<file path="config.mk">
export PLATFORM = sky130hd
export DESIGN_NAME = divisor_nb_ui
export DESIGN_NICKNAME = d
export VERILOG_FILES = /design/src/rtl/divisor_nb_ui.sv
export SDC_FILE = /design/constraint.sdc
export NUM_CORES = 1
export LEC_CHECK = 0
export ABC_AREA = 1
export BUFFER_PORTS_ARGS = -buffer_cell sky130_fd_sc_hd__buf_2
export CAP_MARGIN = 40
export CORE_UTILIZATION = 45
export DETAILED_ROUTE_END_ITERATION = 16
export SYNTH_ARGS = -nofsm -noshare
export SYNTH_HDL_FRONTEND = slang
export SYNTH_SLANG_ARGS = --single-unit
export TNS_END_PERCENT = 5
</file>
<file path="constraint.sdc">
create_clock -name clk -period 3 [get_ports clk]
set_input_delay 0.45 -clock clk [delete_from_list [all_inputs] [get_ports clk]]
set_output_delay 0.45 -clock clk [all_outputs]
set_load 0.03 [all_outputs]
</file>
<file path="src/rtl/divisor_nb_ui.sv">
// Button-driven unsigned W-bit restoring divider with quotient/remainder display on LEDs.
// Define DIVISOR_DEBOUNCE_EN to insert a DEB_CYC-cycle debouncer after the synchronisers.
module divisor_nb_ui #(
  parameter int W       = 4,
  parameter int DEB_CYC = 16
) (
  input  logic         clk,
  input  logic         rst,
  input  logic         up,
  input  logic         down,
  input  logic         ok,
  output logic [W-1:0] leds,
  output logic         busy,
  output logic         err
);

  typedef enum logic [2:0] {
    LOAD_N,
    LOAD_D,
    DIVIDE,
    SHOW_Q,
    SHOW_R,
    ERROR
  } state_t;

  localparam int CW = (W > 2) ? $clog2(W) : 1;

  if (W < 2 || W > 16 || DEB_CYC < 1) begin : g_param_check
    $error("divisor_nb_ui: W must be 2..16 and DEB_CYC at least 1");
  end

  state_t         state, next_state;
  logic [2:0]     btn_raw, sync1, sync2, lvl, lvl_q, press;
  logic           up_p, down_p, ok_p;
  logic [W-1:0]   num, den, quo, rem;
  logic [CW-1:0]  cnt;
  logic [W:0]     shifted, diff;
  logic           q_bit;

  assign btn_raw = {ok, down, up};

  // Buttons idle high, so the synchronisers reset to ones to avoid a false press.
  always_ff @(posedge clk or negedge rst) begin
    if (!rst) begin
      sync1 <= '1;
      sync2 <= '1;
    end else begin
      sync1 <= btn_raw;
      sync2 <= sync1;
    end
  end

`ifdef DIVISOR_DEBOUNCE_EN
  localparam int DW = $clog2(DEB_CYC + 1);

  logic [DW-1:0] deb_cnt [3];
  logic [2:0]    deb;

  // Debounced level follows the synchronised level only after DEB_CYC stable cycles.
  always_ff @(posedge clk or negedge rst) begin
    if (!rst) begin
      deb <= '1;
      for (int i = 0; i < 3; i++) deb_cnt[i] <= '0;
    end else begin
      for (int i = 0; i < 3; i++) begin
        if (sync2[i] == deb[i]) begin
          deb_cnt[i] <= '0;
        end else if (deb_cnt[i] == DW'(DEB_CYC - 1)) begin
          deb[i]     <= sync2[i];
          deb_cnt[i] <= '0;
        end else begin
          deb_cnt[i] <= deb_cnt[i] + 1'b1;
        end
      end
    end
  end

  assign lvl = deb;
`else
  assign lvl = sync2;
`endif

  always_ff @(posedge clk or negedge rst) begin
    if (!rst) lvl_q <= '1;
    else      lvl_q <= lvl;
  end

  assign press  = lvl_q & ~lvl;
  assign up_p   = press[0];
  assign down_p = press[1];
  assign ok_p   = press[2];

  // One restoring step: a negative trial difference (top bit set) means quotient bit 0.
  assign shifted = {rem, quo[W-1]};
  assign diff    = shifted - {1'b0, den};
  assign q_bit   = ~diff[W];

  function automatic logic [W-1:0] bump(input logic [W-1:0] v, input logic inc, input logic dec);
    if (inc && !dec)      return v + 1'b1;
    else if (dec && !inc) return v - 1'b1;
    else                  return v;
  endfunction

  always_ff @(posedge clk or negedge rst) begin
    if (!rst) state <= LOAD_N;
    else      state <= next_state;
  end

  always_comb begin
    next_state = state;
    leds       = '0;
    busy       = 1'b0;
    err        = 1'b0;
    case (state)
      LOAD_N: begin
        leds = num;
        if (ok_p) next_state = LOAD_D;
      end
      LOAD_D: begin
        leds = den;
        if (ok_p) next_state = (den == '0) ? ERROR : DIVIDE;
      end
      DIVIDE: begin
        leds = num;
        busy = 1'b1;
        if (cnt == CW'(W - 1)) next_state = SHOW_Q;
      end
      SHOW_Q: begin
        leds = quo;
        if (ok_p) next_state = SHOW_R;
      end
      SHOW_R: begin
        leds = rem;
        if (ok_p) next_state = LOAD_N;
      end
      ERROR: begin
        leds = '1;
        err  = 1'b1;
        if (ok_p) next_state = LOAD_N;
      end
      default: next_state = LOAD_N;
    endcase
  end

  // quo doubles as the dividend shift register: numerator bits leave at the top
  // while quotient bits enter at the bottom.
  always_ff @(posedge clk or negedge rst) begin
    if (!rst) begin
      num <= '0;
      den <= '0;
      quo <= '0;
      rem <= '0;
      cnt <= '0;
    end else begin
      case (state)
        LOAD_N: begin
          if (!ok_p) num <= bump(num, up_p, down_p);
        end
        LOAD_D: begin
          if (ok_p) begin
            if (den != '0) begin
              quo <= num;
              rem <= '0;
              cnt <= '0;
            end
          end else begin
            den <= bump(den, up_p, down_p);
          end
        end
        DIVIDE: begin
          quo <= {quo[W-2:0], q_bit};
          rem <= q_bit ? diff[W-1:0] : shifted[W-1:0];
          cnt <= cnt + 1'b1;
        end
        SHOW_R, ERROR: begin
          if (ok_p) begin
            num <= '0;
            den <= '0;
          end
        end
        default: ;
      endcase
    end
  end

endmodule
</file>
======== After elaboration in Yosys (flattened, before gate mapping) ========
Index checks and enable logic that the tools add are counted.
storage, ports and cells
  bits in registers ....................... 30
  input bits .............................. 5
  output and inout port bits .............. 6
cells by class
  $add $sub $neg .......................... 6
  eq/ne operators ......................... 16
  multiplexer cells ....................... 29
  bitwise operators ....................... 3
  reductions and logical operators ........ 16
operators by type and width
  kind                                               count
  two-way mux 4 bit                                  12
  one-hot mux 4 bit (2 select lines)                 4
  one-hot mux 4 bit (5 select lines)                 1
  two-way mux 3 bit                                  6
  one-hot mux 3 bit (5 select lines)                 1
  inequality test 2 bit (second input constant)      7
  adder 4 x 1 -> 4 bit (second input constant)       2
  AND reduction 4 bit                                2
  subtractor 4 x 1 -> 4 bit (second input constant)  2
  == test 3 x 2 -> 1 bit (second input constant)     2
  == test 3 bit (second input constant)              2
  inequality test 3 bit (second input constant)      2
  nonzero test 2 bit                                 3
  AND reduction 5 bit                                1
  subtractor 5 x 4 -> 5 bit                          1
  zero test 4 bit                                    1
  two-way mux 2 bit                                  2
  one-hot mux 2 bit (2 select lines)                 1
  nonzero test 4 bit                                 1
  OR reduction 2 bit                                 2
  AND 3 bit                                          1
  == test 3 x 1 -> 1 bit (second input constant)     1
  zero test 3 bit                                    1
  inverter 3 bit                                     1
  8 further kinds                                    11

======== Depth between registers and ports, before layout ========
  word-level depth ........................ 8
  depth in mapped cells ................... 13
  mapped depth without buffers ............ 13

======== Least setup slack after synthesis ========
OpenSTA, ideal clock, no wires.
  kind .................................... reg-to-reg
  start point ............................. register lvl_q[0]
  end point ............................... register den[3]
  setup time .............................. 0.129 ns
  data arrival time ....................... 1.725 ns
  setup slack ............................. 1.146 ns
  stages on the path, launching flop included .. 10
  path buffers ............................ 0
  path through ............................ dfstp_2 inv_1 nor2_1 ha_1 inv_1 ha_1 a21oi_1 nand2_1 o21ai_0 o21ai_0
between the ends
  word-level cells in the longest chain between the ends .. 5
  elaborated cells on any way between the ends .. 9
RTL lines
  element                                                                           RTL line  RTL
  from (decl)                                                                       33        logic [2:0] btn_raw, sync1, sync2, lvl, lvl_q, press;
  from (signal assigned)                                                            85        else lvl_q <= lvl;
  AND 3 bit (*)                                                                     88        assign press = lvl_q & ~lvl;
  logical AND 1 bit / zero test 1 bit (equally long branches)                       99, 100
  two-way mux 4 bit / logical AND 1 bit (equally long branches)                     99, 100
  two-way mux 4 bit / inequality test 3 bit (equally long branches)                 n/a
  one-hot mux 4 bit (2 select lines) / AND reduction 4 bit (equally long branches)  n/a
  to (signal assigned)                                                              167       den <= bump(den, up_p, down_p);
  to (decl)                                                                         35        logic [W-1:0] num, den, quo, rem;
Mark *: on every way between the ends. The rest lies on a longest branch, timed or not. The select of a mux whose other input is x is not followed.
A chain may end at the register's enable or synchronous reset.

======== Worst setup path in the final report ========
  start point ............................. register state[1]
  end point ............................... output leds[0]
between the ends
  word-level cells in the longest chain between the ends .. 3
  elaborated cells on any way between the ends .. 8
RTL lines
  element                                                           RTL line  RTL
  from (decl)                                                       32        state_t state, next_state;
  from (signal assigned)                                            106       else state <= next_state;
  == test 3 x 2 -> 1 bit / zero test 3 bit (equally long branches)  114       case (state)
  OR reduction 2 bit (no source line)                               n/a
  one-hot mux 4 bit (5 select lines) (*)                            114
  to (decl)                                                         12        output logic [W-1:0] leds,
Mark *: on every way between the ends. The rest lies on a longest branch, timed or not.

==> results.cfg <==
[pwr]
power-per-cell-area_mw_per_mm2 = 1250
leakage_nw = 0.977
irDropWorstVdd_mv = 0.359
power_mw = 2.45

[clocking]
cts.sinks = 30
cts_hold_buf = 0
post_cts_resized = 0
clk_pin_slew_ns = 0.06
post_cts_buffers = 0
cts_root_buf = clkbuf_8
cts_buffers = 5
cts_buffer_depth = 2
cts_tree = done
htreeDepth = 2
clock_latency_ns = 0.28

[finish]
utilization = 0.530
drive_gt1_frac = 0.182
syn2layout_area_growth_pct = 11.3
fillerInstances = 365
num-nets-final = 237
final_common_cell = nand2_1
final_cell_mix = nand2_1, inv_1, dfrtp_1
fin_area_mm2 = 0.00197
fin_cells = 268
antennaDiodeCount = 0

[placement]
gp_congestion = 0.834
place_ws_ns = 0.948
dp_hpwl_um = 2710
placed_cell_area_mm2 = 0.00186
dp_cells = 260
port_buffers = 10

[die]
ioPinCount = 11
dieHeight_um = 64.7
floorplan.initialDensity = 0.476
die-area_mm2 = 0.00418
num_rows = 22
core_mm2 = 0.00372
fp.dieW_um = 64.7

[sta]
period_share = 0.754
max_freq_mhz = 442
tightest_slew_ns = 0.655
rsz0062_at_grt = no
fin_skew_ns = 0.00264
finalSetupViolCount = 0
hold_viol_final = 0
fin_ws_ns = 0.739
hold_slack_ns = 0.197
final.min_clock_period_ns = 2.26
final.setup.tns_ns = 0
finalMaxSlewViolations = 0
relSlewSlack = 0.564

[logic_synthesis]
ys_warn_count = 0
avgSynthCellArea_um2 = 8.67
synthCells = 204
syn-num-nets = 222
synth-seq-cells = 30
ys_types = 30
synth_area_mm2 = 0.00177
synth_seq_area_share = 0.431

[setup_path]
crit_type = flop to output port
worstSetupEndpointType = output port
required_ns = 2.55
cp_cell_sequence = nor3_1 -> a21oi_1 -> o2111ai_1 -> buf_2
r2r_setup_slack_ns = 0.93
reg2reg_to = den[3]
cp_max_fo = 8
critPathMaxStageDelay_ns = 0.53
worst_r2r_path_depth = 9
cp-start-kind = flop
r2r_start = lvl_q[0]
critPathSlowestCell = dfrtp_1
arrival_ns = 1.81

[grt]
met2_usage = 0.354
grt_max_degree = 31
grt_use_met3 = 0.0528
grt_pass1_vias = 1435
grt_busiest_layer = met2
grt_remaining_overflow = 0
antenna_found_initial = 0
grt_pass1_wl_um = 6690
grt_use_total = 0.215
use_met1 = 0.275

[detailed_routing]
num_vias = 1388
postRouteAntennaNets = 0
vias_per_cell = 5.18
route.detailed.drc = 0
wire_per_inst_um = 13.5
wirelength_um = 3630
first_pass_iters = 4
drt_iter0_drc = 116

[run_status]
status = finished, final reports clean

[worst_hold_path]
hold_path.class = input port to async pin

[job]
cap_violations = 0
[report_power, final]
part	switching (mW)	total, mW	leakage (nW)	internal [mW]
Clock	0.150	0.394	0.0579	0.244
Sequential	0.167	0.715	0.357	0.548
Combinational	0.876	1.34	0.562	0.469
[registers in the layout, summed over array words and instances, names as in the netlist]
register and flops:
den 4, num 4, quo 4, rem 4, lvl 3, lvl_q 3, state 3, sync1 3
cnt 2
[worst max-delay path, delay by kind of cell, from the launching register on]
kind | cells | cell delay, ns
AOI/OAI and AO/OA | 2 | 0.25
buffers and inverters | 1 | 0.25
DFF | 1 | 0.53
and+or+nand+nor | 1 | 0.49
[cell usage after synthesis]
cell type | count | area [µm²]
nand3_4 | 1 | 17.5
dfstp_2 | 9 | 236
nor2_4 | 1 | 11.3
ha_1 | 10 | 125
inv_1 | 22 | 82.6
nand2_1 | 53 | 199
o21ai_0 | 10 | 50.1
o2111ai_1 | 4 | 35.0
nor2_1 | 10 | 37.5
xor2_1 | 2 | 17.5
dfrtp_1 | 21 | 526
nor2_2 | 1 | 6.26
buf_4 | 1 | 7.51
o22ai_1 | 2 | 12.5
inv_2 | 2 | 7.51
xnor2_1 | 3 | 26.3
or2_1 | 1 | 6.26
nand4_1 | 2 | 12.5
nor3_1 | 1 | 5.00
o21ai_2 | 1 | 8.76
nor2_8 | 1 | 20.0
nand3_2 | 1 | 10.0
nand3b_1 | 2 | 15.0
fa_1 | 3 | 60.1
inv_4 | 1 | 6.26
a21oi_1 | 13 | 65.1
nand2_4 | 4 | 45.0
nand3_1 | 15 | 75.1
o21ai_1 | 6 | 30.0
buf_6 | 1 | 11.3
[worst max path at each step]
stage / startpoint / endpoint / cells after the start
floorplan: lvl_q[0] / den[3] / 9
global placement: lvl_q[0] / den[3] / 9
detailed placement: lvl_q[0] / den[3] / 9
CTS: state[1] / leds[0] / 4
global route: state[1] / leds[0] / 4
finish: state[1] / leds[0] / 4
[routing by layer]
layer | up-vias | share of wire | wire length, µm
li1 | 699 | - | -
met1 | 651 | 0.48 | 1740
met2 | 33 | 0.46 | 1690
met3 | 5 | 0.042 | 152
met4 | 0 | 0.013 | 48
met5 | - | 0 | 0
[cell families (layout without fill, tap and decap cells)]
family,count (synthesis),in the layout,share of synthesized area
and+or+nand+nor,93,93,0.260
AOI/OAI and AO/OA,36,36,0.114
buffers and inverters,27,43,0.0651
adders and majority gates,13,13,0.105
DFF,30,30,0.431
xor gates and xnor gates,5,5,0.0248
[cell type report]
| cell class | instances | area [µm²] | share of cell area |
|---|---|---|---|
| flip-flops and latches | 30 | 762 | 0.387 |
| clock inverters | 3 | 40.0 | 0.0203 |
| repair buffers | 10 | 50.0 | 0.0254 |
| clock buffers | 5 | 68.8 | 0.0350 |
| well taps | 48 | 60.1 | 0.0305 |
| inverters | 25 | 96.3 | 0.0490 |
| multi-input cells | 147 | 891 | 0.453 |
Note: power is estimated with default switching activity, not from simulation.
